[config.mk]
export PLATFORM = sky130hd
export DESIGN_NAME = keccak_msg_feeder_flat
export DESIGN_NICKNAME = d
export VERILOG_FILES = /design/src/rtl/keccak_pkg.sv /design/src/rtl/keccak_msg_feeder_if.sv /design/src/rtl/keccak_pad_merge.sv /design/src/rtl/keccak_msg_feeder.sv /design/src/flat_wrapper.sv
export SDC_FILE = /design/constraint.sdc
export NUM_CORES = 1
export LEC_CHECK = 0
export ABC_CLOCK_PERIOD_IN_PS = 3670
export BUFFER_PORTS_ARGS = -buffer_cell sky130_fd_sc_hd__buf_2
export CAP_MARGIN = 20
export CORE_AREA = 2 2 74 76
export DETAILED_ROUTE_END_ITERATION = 6
export DIE_AREA = 0 0 76 78
export PLACE_DENSITY = 0.89
export SYNTH_ARGS = -nofsm -noshare
export SYNTH_HDL_FRONTEND = slang
export SYNTH_SLANG_ARGS = --single-unit
[constraint.sdc]
create_clock -name clk -period 3.67 [get_ports clk]
set_clock_uncertainty 0.15 [all_clocks]
set_input_delay 1.101 -clock clk [delete_from_list [all_inputs] [get_ports clk]]
set_output_delay 1.101 -clock clk [all_outputs]
set_load 0.01 [all_outputs]
[src/rtl/keccak_pkg.sv]
// keccak_pkg: definitions shared by the Keccak message feeder and the hash
// output writer.
//   cmode_e        - hash mode selector (SHA3-224..512, SHAKE128/256)
//   rate_words()   - rate block length in 32-bit words for a mode
//   DOM_SHA3/DOM_SHAKE/PAD_END - FIPS-202 padding bytes
package keccak_pkg;

    typedef enum logic [2:0] {
        SHA3_224 = 3'd0,
        SHA3_256 = 3'd1,
        SHA3_384 = 3'd2,
        SHA3_512 = 3'd3,
        SHAKE128 = 3'd4,
        SHAKE256 = 3'd5
    } cmode_e;

    localparam logic [7:0] DOM_SHA3  = 8'h06;
    localparam logic [7:0] DOM_SHAKE = 8'h1F;
    localparam logic [7:0] PAD_END   = 8'h80;

    function automatic logic [5:0] rate_words(cmode_e mode);
        case (mode)
            SHA3_224: rate_words = 6'd36;
            SHA3_256: rate_words = 6'd34;
            SHA3_384: rate_words = 6'd26;
            SHA3_512: rate_words = 6'd18;
            SHAKE128: rate_words = 6'd42;
            SHAKE256: rate_words = 6'd34;
            default:  rate_words = 6'd34;
        endcase
    endfunction

endpackage

[src/rtl/keccak_msg_feeder_if.sv]
// keccak_msg_feeder_if: source and core stream signals of the message feeder.
//   s_data/s_valid/s_ready/s_last/s_nbytes - byte-counted message word stream
//   dt_o/dt_valid/dt_ready/blk_last/msg_last - padded word stream to the core
// Modports: slave = the feeder, master = the environment around it.
interface keccak_msg_feeder_if #(
    parameter int DW = 32
);
    logic [DW-1:0] s_data;
    logic          s_valid;
    logic          s_ready;
    logic          s_last;
    logic [2:0]    s_nbytes;
    logic [DW-1:0] dt_o;
    logic          dt_valid;
    logic          dt_ready;
    logic          blk_last;
    logic          msg_last;

    modport slave (
        input  s_data, s_valid, s_last, s_nbytes, dt_ready,
        output s_ready, dt_o, dt_valid, blk_last, msg_last
    );

    modport master (
        output s_data, s_valid, s_last, s_nbytes, dt_ready,
        input  s_ready, dt_o, dt_valid, blk_last, msg_last
    );
endinterface

[src/rtl/keccak_pad_merge.sv]
// keccak_pad_merge: combinational padding merge for one 32-bit word.
//   data     in  - message word (little-endian bytes)
//   n        in  - number of message bytes kept (4 or more keeps all)
//   domain   in  - domain separation byte
//   dom_pend in  - place the domain byte at byte n (only when n < 4)
//   blk_end  in  - OR the 0x80 end marker into byte 3
//   word     out - merged word
module keccak_pad_merge
    import keccak_pkg::*;
(
    input  logic [31:0] data,
    input  logic [2:0]  n,
    input  logic [7:0]  domain,
    input  logic        dom_pend,
    input  logic        blk_end,
    output logic [31:0] word
);
    logic [31:0] mask;

    always_comb begin
        mask = '0;
        for (int unsigned i = 0; i < 4; i++) begin
            if (3'(i) < n) mask[i*8 +: 8] = 8'hFF;
        end
        word = data & mask;
        if (dom_pend && (n < 3'd4)) begin
            word = word | ({24'd0, domain} << {n[1:0], 3'b000});
        end
        if (blk_end) word[31:24] = word[31:24] | PAD_END;
    end
endmodule

[src/rtl/keccak_msg_feeder.sv]
// keccak_msg_feeder: turns a byte-counted message word stream into rate-sized
// blocks of 32-bit words for the Keccak core, appending FIPS-202 padding.
//   clk, rst_n  - clock, asynchronous active-low reset
//   cmode       - hash mode, sampled on start (6/7 rejected with err)
//   start       - one-cycle pulse starting a message
//   bus         - source and core streams (keccak_msg_feeder_if.slave)
//   busy        - message in progress
//   done        - one-cycle pulse after the msg_last word is accepted
//   err         - sticky invalid-mode flag, cleared by the next valid start
module keccak_msg_feeder
    import keccak_pkg::*;
#(
    parameter int DW = 32
) (
    input  logic                clk,
    input  logic                rst_n,
    input  logic [2:0]          cmode,
    input  logic                start,
    keccak_msg_feeder_if.slave  bus,
    output logic                busy,
    output logic                done,
    output logic                err
);
    typedef enum logic [1:0] {IDLE, MSG, PAD, FIN} state_e;

    state_e        state_q, state_d;
    cmode_e        mode_q, mode_d;
    logic [5:0]    cnt_q, cnt_d;
    logic          dom_pend_q, dom_pend_d;
    logic [DW-1:0] dt_o_q, dt_o_d;
    logic          dt_valid_q, dt_valid_d;
    logic          blk_last_q, blk_last_d;
    logic          msg_last_q, msg_last_d;
    logic          err_q, err_d;

    logic          can_load, at_blk_end, short_last;
    logic [7:0]    domain;
    logic [31:0]   m_data, merged;
    logic [2:0]    m_n;
    logic          m_dom_pend, m_blk_end;

    assign can_load   = !dt_valid_q || bus.dt_ready;
    assign at_blk_end = (cnt_q == rate_words(mode_q) - 6'd1);
    assign short_last = bus.s_last && (bus.s_nbytes < 3'd4);
    assign domain     = ((mode_q == SHAKE128) || (mode_q == SHAKE256)) ? DOM_SHAKE : DOM_SHA3;

    // MSG feeds the source word; PAD feeds an all-zero word.
    always_comb begin
        m_data     = '0;
        m_n        = 3'd0;
        m_dom_pend = dom_pend_q;
        m_blk_end  = at_blk_end;
        if (state_q == MSG) begin
            m_data     = bus.s_data;
            m_n        = bus.s_last ? bus.s_nbytes : 3'd4;
            m_dom_pend = short_last;
            m_blk_end  = short_last && at_blk_end;
        end
    end

    keccak_pad_merge u_merge (
        .data     (m_data),
        .n        (m_n),
        .domain   (domain),
        .dom_pend (m_dom_pend),
        .blk_end  (m_blk_end),
        .word     (merged)
    );

    // cnt advances when a word enters the output register; since every loaded
    // word is later accepted, this yields the same blk_last sequence as
    // counting core handshakes.
    always_comb begin
        state_d    = state_q;
        mode_d     = mode_q;
        cnt_d      = cnt_q;
        dom_pend_d = dom_pend_q;
        dt_o_d     = dt_o_q;
        dt_valid_d = dt_valid_q;
        blk_last_d = blk_last_q;
        msg_last_d = msg_last_q;
        err_d      = err_q;

        if (can_load) begin
            dt_valid_d = 1'b0;
            blk_last_d = 1'b0;
            msg_last_d = 1'b0;
        end

        case (state_q)
            IDLE: begin
                if (start) begin
                    if (cmode <= 3'd5) begin
                        mode_d     = cmode_e'(cmode);
                        cnt_d      = '0;
                        dom_pend_d = 1'b0;
                        err_d      = 1'b0;
                        state_d    = MSG;
                    end else begin
                        err_d = 1'b1;
                    end
                end
            end
            MSG: begin
                if (bus.s_valid && can_load) begin
                    dt_o_d     = merged;
                    dt_valid_d = 1'b1;
                    blk_last_d = at_blk_end;
                    cnt_d      = at_blk_end ? '0 : cnt_q + 6'd1;
                    if (bus.s_last) begin
                        if (short_last && at_blk_end) begin
                            msg_last_d = 1'b1;
                            state_d    = FIN;
                        end else begin
                            dom_pend_d = !short_last;
                            state_d    = PAD;
                        end
                    end
                end
            end
            PAD: begin
                if (can_load) begin
                    dt_o_d     = merged;
                    dt_valid_d = 1'b1;
                    blk_last_d = at_blk_end;
                    cnt_d      = at_blk_end ? '0 : cnt_q + 6'd1;
                    dom_pend_d = 1'b0;
                    if (at_blk_end) begin
                        msg_last_d = 1'b1;
                        state_d    = FIN;
                    end
                end
            end
            // FIN holds until the msg_last word has been taken; done is the
            // cycle in FIN with the output register empty.
            FIN: begin
                if (!dt_valid_q) state_d = IDLE;
            end
            default: state_d = IDLE;
        endcase
    end

    always_ff @(posedge clk or negedge rst_n) begin
        if (!rst_n) begin
            state_q    <= IDLE;
            mode_q     <= SHA3_224;
            cnt_q      <= '0;
            dom_pend_q <= 1'b0;
            dt_o_q     <= '0;
            dt_valid_q <= 1'b0;
            blk_last_q <= 1'b0;
            msg_last_q <= 1'b0;
            err_q      <= 1'b0;
        end else begin
            state_q    <= state_d;
            mode_q     <= mode_d;
            cnt_q      <= cnt_d;
            dom_pend_q <= dom_pend_d;
            dt_o_q     <= dt_o_d;
            dt_valid_q <= dt_valid_d;
            blk_last_q <= blk_last_d;
            msg_last_q <= msg_last_d;
            err_q      <= err_d;
        end
    end

    assign bus.s_ready  = (state_q == MSG) && can_load;
    assign bus.dt_o     = dt_o_q;
    assign bus.dt_valid = dt_valid_q;
    assign bus.blk_last = blk_last_q;
    assign bus.msg_last = msg_last_q;
    assign busy         = (state_q != IDLE);
    assign done         = (state_q == FIN) && !dt_valid_q;
    assign err          = err_q;
endmodule

[src/flat_wrapper.sv]
// flat-port wrapper written by rule: the top's interface ports become plain ports
module keccak_msg_feeder_flat import keccak_pkg::*;
#(
    parameter int DW = 32
)
  (clk, rst_n, cmode, start, busy, done, err, bus_s_data, bus_s_valid, bus_s_last, bus_s_nbytes, bus_dt_ready, bus_s_ready, bus_dt_o, bus_dt_valid, bus_blk_last, bus_msg_last);
  keccak_msg_feeder_if #(.DW(DW)) bus_i ();
  input  logic clk;
  input  logic rst_n;
  input  logic [2:0] cmode;
  input  logic start;
  output logic busy;
  output logic done;
  output logic err;
  input wire logic [$bits(bus_i.s_data)-1:0] bus_s_data;
  input wire logic [$bits(bus_i.s_valid)-1:0] bus_s_valid;
  input wire logic [$bits(bus_i.s_last)-1:0] bus_s_last;
  input wire logic [$bits(bus_i.s_nbytes)-1:0] bus_s_nbytes;
  input wire logic [$bits(bus_i.dt_ready)-1:0] bus_dt_ready;
  output wire logic [$bits(bus_i.s_ready)-1:0] bus_s_ready;
  output wire logic [$bits(bus_i.dt_o)-1:0] bus_dt_o;
  output wire logic [$bits(bus_i.dt_valid)-1:0] bus_dt_valid;
  output wire logic [$bits(bus_i.blk_last)-1:0] bus_blk_last;
  output wire logic [$bits(bus_i.msg_last)-1:0] bus_msg_last;
  assign bus_i.s_data = bus_s_data;
  assign bus_i.s_valid = bus_s_valid;
  assign bus_i.s_last = bus_s_last;
  assign bus_i.s_nbytes = bus_s_nbytes;
  assign bus_i.dt_ready = bus_dt_ready;
  assign bus_s_ready = bus_i.s_ready;
  assign bus_dt_o = bus_i.dt_o;
  assign bus_dt_valid = bus_i.dt_valid;
  assign bus_blk_last = bus_i.blk_last;
  assign bus_msg_last = bus_i.msg_last;
  keccak_msg_feeder #(.DW(DW)) u_core (.clk(clk), .rst_n(rst_n), .cmode(cmode), .start(start), .bus(bus_i), .busy(busy), .done(done), .err(err));
endmodule
==> summary.txt, run 1 <==
Outcome
  • Status: completed

Critical path
  • Startpoint types: register
  • Slowest CP cell: a2111o_1
  • Crit path max fanout: 11
  • Critical path cell sequence: nor3_1, inv_1, ha_1, xnor2_1, or3_1, a2111o_1, or4_1, a21oi_1
  • RR Startpoint: u_core.mode_q[1]$_DFFE_PN0P_
  • Crit Path Class: register to register
  • Worst reg2reg path depth: 8
  • Worst R2R End: u_core.bus.blk_last$_DFF_PN0_
  • Endpoint class of the critical path: register
  • R2r setup slk: 0.55 ns
  • Arr. time, crit path: around 3.2 ns
  • CP peak stage delay: ~0.57 ns
  • CP required: 3.75 ns

Route
  • Pre-antenna DRT Iters: 4
  • Vias after detailed routing: 2,419
  • Detailed-route vias per instance: 5.46
  • Routed Antenna Nets: 0
  • Final WL: 6120 um
  • DR top layer: met4
  • WL/cell: 13.8 um
  • Met1 wire length: 2630 um
  • 1st-iter DRT viols: 149
  • WL met3: 404 um
  • WL met2: 2960 um
  • DRC viols: 0

Layout
  • Share of cells above drive strength 1: 26.8%
  • Layout net count: 424
  • Final design utilization: between 60 and 70%
  • Layout Cells excl Fill: 443
  • Footprint of the multi-input gates: 1260 sq um
  • Most frequent cells in the layout: 82 x buf_2, 61 x nand2_1, 48 x dfrtp_1
  • Most common cell after layout, fill and taps aside: buf_2
  • Synth-to-layout area growth: 22.8%
  • Diodes inserted: 0
  • Register Area: 1200 sq um
  • Fill count: between 400 and 500

Floorplanning
  • FP Rows: 26
  • Initial core utilization: 50.5%
  • Die area: 5930 sq um
  • # IOs: 83
  • Die Wd: 76 um
  • Core ar.: 5040 sq um
  • Chip height: 78 um

Synthesis
  • Number of synthesized flops with an enable pin: 0
  • Synth Warn #: 0
  • Cell Area, Synth: ~2500 sq um
  • Syn Inst Count: 291
  • Mean Syn Cell Area: 8.76 sq um
  • Async SR Flop Fraction: 100%
  • Top_reg_cell synth: dfrtp_1
  • Unique masters post-synth: 50
  • Sequential area share after synthesis: a little under half
  • Syn Nets: 343
  • Post-synthesis register bit count: 48

Power and ir drop
  • Switching pwr: 1260 uW
  • Int Pwr: 1450 uW
  • Leakage: roughly 0.0016 uW
  • Max VDD drop: 0.000389 V
  • Sequential share of power: 32.0%
  • Clk pwr share: 12.1%
  • P per Cell Area: 867 nW/um^2
  • Net Sw Frac: a little under half
  • Comb power frac: between 50% and 60%

STA
  • Least-Margin Pin Slew: between 0.8 and 0.9 ns
  • Final TNS setup: 0 ns
  • Tcrit/Tclk final: 85.0%
  • Endpoints failing hold: 0
  • RSZ-0062 raised after global routing: no
  • Setup violators final: 0
  • Min Clock Period, post-route: 3.12 ns
  • Slew margin rel.: 44.1%
  • Highest Clock Rate: 320 MHz
  • Final Max Tran Viols: 0

CTS
  • Clock sinks: 48
  • # resized after CTS: 0
  • CTS root buffer: clkbuf_8
  • Clock Tree Buf Depth: 2
  • Post-cts hold buffer count: 0
  • TritonCTS buffer count: 5
  • Buffer count from post-CTS setup fixing: 0
  • Skew-Pair Late Insertion Delay: 0.30 ns
  • H-tree levels: 2
  • CTS tree: built
  • Reg clk slew, reported paths: about 0.090 ns

Global route
  • Remaining Overflow, GRT: 0
  • First-pass GRT wire length: 10,900 um
  • Total track usage: 22.7%
  • Antenna violations before repair: 0
  • Largest net degree at the start of global routing: 31
  • Vias in the first global route: 2,358

Min path
  • Hold path depth: 2
  • Startpoint of the worst hold path: u_core.bus.dt_o[29]$_DFFE_PN0P_
  • Hold Path Sink: u_core.bus.dt_o[29]$_DFFE_PN0P_
  • Hold WC Path Type: register to register

Placement
  • IO Port Bufs: a little over 80
  • Placed Cells: 434
  • Post-DP HPWL: 4700 um
  • GPL Wtd Cong: 0.823

Flow run
  • Total of max-cap violations: 0
==> layer usage <==
metal / up-vias / track usage [%]
li1: 1177 / -
met1: 1127 / 30.1
met2: 103 / 37.8
met3: 12 / 3.49
met4: 0 / 8.91
met5: - / 0
==> synth_stat cells (2+ instances only) <==
library cell	n	area share, %
and3b_1	2	0.69
xnor2_1	4	1.4
inv_1	10	1.5
a22oi_1	2	0.59
o311ai_0	2	0.69
nand3_1	17	3.3
o21ai_0	26	5.1
or4_1	2	0.59
o22ai_1	2	0.49
nor3b_1	3	0.88
a21oi_1	24	4.7
nand3b_1	2	0.59
and2_1	3	0.74
clkbuf_1	9	1.3
nor2_1	18	2.7
xor2_1	2	0.69
nor3_1	5	0.98
nor2b_1	5	1.2
mux2i_1	2	0.79
ha_1	8	3.9
nand2b_1	3	0.74
dfrtp_1	48	47
o21a_1	2	0.59
nand2_1	61	9.0
o31ai_1	2	0.59
o2111ai_1	3	1.0
==> critical path, delay by kind of cell (launching register included) <==
kind / cells / cell delay, ns
xor gates and xnor gates: 1 / 0.15
buffers and inverters: 1 / 0.09
DFF: 1 / 0.46
and+or+nand+nor: 3 / 1.25
adders and majority gates: 1 / 0.23
AOI/OAI and AO/OA: 2 / 0.72
==> power by group through the flow <==
stage | clock network [uW] | registers (uW) | logic, uW
floorplan | 0 | 918 | 1000
global placement | 0 | 867 | 1450
detailed placement | 0 | 879 | 1500
CTS | 337 | 870 | 1500
global route | 358 | 902 | 1720
finish | 330 | 869 | 1520
==> through the flow <==
step	setup WS [ns]	instance area, sq um	hold WS, ns	power [uW]
after floorplan	0.883	2550	0.355	1920
after global placement	0.558	3030	0.295	2320
after detailed placement	0.448	3030	0.302	2380
after CTS	0.544	3120	0.323	2710
after global routing	0.225	3130	0.344	2980
final	0.549	3130	0.318	2710
==> cell families after synthesis <==
kind of cell             count (synthesis)  synth area share, %
AO/OA/AOI/OAI                           75                 18.4
XOR/XNOR                                 6                 2.06
adder cells (fa/ha/maj)                  8                 3.93
buffers and inverters                   21                 3.39
flip-flops                              48                 47.1
multiplexers                             3                 1.23
AND/OR/NAND/NOR                        130                 23.9
==> registers in the layout, summed over array words and instances, names as in the netlist <==
signal,count
u_core.bus.dt_valid,1
u_core.bus.dt_o,32
u_core.bus.msg_last,1
u_core.state_q,2
u_core.dom_pend_q,1
u_core.bus.blk_last,1
u_core.err,1
u_core.cnt_q,6
u_core.mode_q,3
==> final cells by class <==
type | count | area share [%]
clock buffers | 6 | 2.64
clock inverters | 2 | 0.480
inverters | 10 | 1.20
multi-input cells | 222 | 40.3
flip-flops and latches | 48 | 38.4
well taps | 70 | 2.80
repair buffers | 85 | 14.2
==> worst max-delay path by stage <==
stage / from / to / slack (ns)
floorplan: u_core.mode_q[1]$_DFFE_PN0P_ / u_core.bus.msg_last$_DFF_PN0_ / 0.88
global placement: bus_dt_ready / u_core.bus.dt_o[31]$_DFFE_PN0P_ / 0.56
detailed placement: bus_dt_ready / u_core.bus.dt_o[31]$_DFFE_PN0P_ / 0.45
CTS: u_core.mode_q[1]$_DFFE_PN0P_ / u_core.bus.blk_last$_DFF_PN0_ / 0.54
global route: u_core.mode_q[1]$_DFFE_PN0P_ / u_core.cnt_q[2]$_DFFE_PN0P_ / 0.22
finish: u_core.mode_q[1]$_DFFE_PN0P_ / u_core.bus.blk_last$_DFF_PN0_ / 0.55
Power figures use the tool's default switching activity.
==> run 2, diff against run 1 <==
ABC_AREA = 1   (was not set)
ABC_CLOCK_PERIOD_IN_PS = 3290   (was 3670)
CORE_AREA = 2 2 75 77   (was 2 2 74 76)
DIE_AREA = 0 0 77 79   (was 0 0 76 78)
PLACE_DENSITY = 0.88   (was 0.89)
clock period = 3.29 ns   (was 3.67 ns; I/O delays follow)
==> summary.txt, run 2 <==
Layout
  • Layout net count: 443 (+4.5%)
  • Layout Cells excl Fill: 464 (+4.7%)
  • Most common cell after layout, fill and taps aside: nand2_1
  • Diodes inserted: 0 (unchanged)
  • Share of cells above drive strength 1: 31.6% (+4.8 points)
  • Most frequent cells in the layout: 87 x nand2_1, 82 x buf_2, 48 x dfrtp_1
  • Largest register FFs: 32 (unchanged)
  • Fill count: 483 (+10%)
  • Synth-to-layout area growth: 21.2%

Flow run
  • Total of max-cap violations: 0 (unchanged)

Placement
  • GPL Wtd Cong: 0.835 (+1.4%)
  • Post-DP HPWL: 4840 um (+2.9%)
  • Pre-CTS setup slack: 0.638 ns (+0.190 ns)
  • IO Port Bufs: 82 (unchanged)
  • Placed Cells: 456 (+5.1%)

STA
  • RSZ-0062 raised after global routing: no
  • Setup WS post-layout: 0.507 ns (-0.0416 ns)
  • Least-Margin Pin Slew: 0.656 ns (-0.177 ns)
  • Final Max Tran Viols: 0 (unchanged)
  • Tcrit/Tclk final: between 80% and 90%
  • Endpoints failing hold: 0 (unchanged)
  • Min Clock Period, post-route: 2.78 ns
  • Setup violators final: 0 (unchanged)
  • Slew margin rel.: 56.3% (+12 points)
  • Final TNS setup: 0 ns (unchanged)
  • Highest Clock Rate: 359 MHz

Route
  • Detailed-route vias per instance: 5.19 (-5.0%)
  • Vias after detailed routing: 2,407 (-0.50%)
  • WL/cell: 13.9 um (+0.72%)
  • Final WL: 6450 um (+5.5%)
  • Routed Antenna Nets: 0 (unchanged)
  • Pre-antenna DRT Iters: 4 (unchanged)
  • DRC viols: 0 (unchanged)
  • 1st-iter DRT viols: 151 (+1.3%)

Synthesis
  • Syn Inst Count: 307 (+5.5%)
  • Post-synthesis register bit count: 48 (unchanged)
  • Top_reg_cell synth: dfrtp_1
  • Dominant cells by area after synthesis: dfrtp_1 46%, nand2_1 12%, nand3_1 5.4%
  • Async SR Flop Fraction: 100% (unchanged)
  • Share of the synthesized area in the top cell type: 45.9% (-1.2 points)
  • Syn Nets: 359 (+4.7%)
  • Post-synth top cells: 87 x nand2_1, 48 x dfrtp_1, 28 x nand3_1
  • Synth Warn #: 0 (unchanged)
  • Count leader, synth: nand2_1
  • Yosys top cell by area: dfrtp_1
  • Number of synthesized flops with an enable pin: 0 (unchanged)
  • Mean Syn Cell Area: 8.52 sq um (-2.7%)
  • Unique masters post-synth: 34 (-32%)
  • Sequential area share after synthesis: 45.9% (-1.2 points)
  • Cell Area, Synth: 2620 sq um (+2.7%)

Critical path
  • Crit Path Class: register to primary output
  • CP peak stage delay: 0.45 ns (-0.12 ns)
  • Top cell by count, worst path: inv_1
  • Startpoint types: register
  • Endpoint class of the critical path: primary output
  • Slowest CP cell: dfrtp_1
  • R2r setup slk: 0.93 ns (+0.38 ns)
  • CP required: 2.15 ns (-1.60 ns)
  • Crit path max fanout: 10 (-1)
  • Arr. time, crit path: 1.65 ns (-1.55 ns)
  • Critical path cell sequence: inv_1, ha_1, inv_1, nor2_1, buf_2

Floorplanning
  • Core ar.: 5340 sq um (+5.9%)
  • Die Wd: 77 um (+1.3%)
  • Die area: 6080 sq um (+2.6%)
  • # IOs: 83 (unchanged)
  • Initial core utilization: 49.0% (-1.5 points)
  • Chip height: 79 um (+1.3%)
  • FP Rows: 27 (+3.8%)

CTS
  • CTS root buffer: clkbuf_8
  • TritonCTS buffer count: 5 (unchanged)
  • Reg clk slew, reported paths: 0.10 ns (about the same)
  • # resized after CTS: 0 (unchanged)
  • Buffer count from post-CTS setup fixing: 0 (unchanged)
  • Clock sinks: 48 (unchanged)
  • Post-cts hold buffer count: 0 (unchanged)
  • Clock Tree Buf Depth: 2 (unchanged)
  • H-tree levels: 2 (unchanged)
  • Skew-Pair Late Insertion Delay: 0.31 ns (about the same)
  • CTS tree: built

Global route
  • Remaining Overflow, GRT: 0 (unchanged)
  • First-pass GRT wire length: 10,400 um (-4.9%)
  • Largest net degree at the start of global routing: 32 (+3.2%)
  • Vias in the first global route: 2,320 (-1.6%)
  • Total track usage: 21.4% (-1.3 points)
  • Antenna violations before repair: 0 (unchanged)

Power and ir drop
  • P per Cell Area: 1040 nW/um^2 (+20%)
  • Leakage: 0.00172 uW (+8.9%)
  • Max VDD drop: 0.000803 V (+110%)

Outcome
  • Status: completed

Min path
  • Hold WC Path Type: register to register
-- run 2: cell families (layout without fill, tap and decap cells) --
group | Yosys count | in the layout | synth area share (%)
and+or+nand+nor | 156 | 156 | 29.3
AOI/OAI and AO/OA | 54 | 54 | 12.7
DFF | 48 | 48 | 45.9
buffers and inverters | 36 | 121 | 6.55
adders and majority gates | 8 | 8 | 3.83
xor gates and xnor gates | 4 | 4 | 1.34
muxes | 1 | 1 | 0.430
-- run 2: stage by stage --
| stage | total power (uW) | util (%) | cell area (sq um) | hold slack, ns |
|---|---|---|---|---|
| floorplan | 2480 | - | 2620 | 0.326 |
| global placement | 2830 | 57.6 | 3080 | 0.308 |
| detailed placement | 2910 | 57.6 | 3080 | 0.310 |
| CTS | 3310 | 59.4 | 3170 | 0.334 |
| global route | 3570 | 59.4 | 3170 | 0.350 |
| finish | 3310 | 59.4 | 3170 | 0.333 |
-- run 2: layout make-up --
type / count / area (sq um) / share of cell area (%)
well taps: 72 / 90.1 / 2.84
clock inverters: 2 / 13.8 / 0.434
inverters: 28 / 108 / 3.39
multi-input cells: 223 / 1240 / 39.2
flip-flops and latches: 48 / 1200 / 37.9
clock buffers: 6 / 82.6 / 2.60
repair buffers: 85 / 433 / 13.6
-- run 2: worst paths after layout --
kind / end / cells after the start / from
worst max register to register: u_core.bus.dt_o[4]$_DFFE_PN0P_ / 9 / u_core.state_q[1]$_DFFE_PN0P_
max in group asynchronous: u_core.bus.dt_o[16]$_DFFE_PN0P_ / 2 / rst_n
worst max-delay path: bus_s_ready / 5 / u_core.state_q[1]$_DFFE_PN0P_
worst min register to register: u_core.bus.dt_o[22]$_DFFE_PN0P_ / 2 / u_core.bus.dt_o[22]$_DFFE_PN0P_
min in group asynchronous: u_core.bus.msg_last$_DFF_PN0_ / 1 / rst_n
worst min-delay path: u_core.bus.dt_o[22]$_DFFE_PN0P_ / 2 / u_core.bus.dt_o[22]$_DFFE_PN0P_
-- run 2: critical path, delay by kind of cell (launching register included) --
kind                       cells  cell delay [ns]
DFF                            1             0.45
buffers and inverters          3             0.40
adders and majority gates      1             0.38
and+or+nand+nor                1             0.11
-- run 2: metal layers --
metal  GRT usage [%]  up-vias  wire [um]
met1            27.1     1144       2810
li1                -     1175          -
met2            38.3       74       3240
met4            6.79        0        132
met3            2.73       14        268
met5               0        -          0
-- run 2: power by group --
part / switching (uW) / internal (uW) / total (uW)
Clock: 211 / 172 / 384
Combinational: 1210 / 716 / 1930
Sequential: 163 / 829 / 992
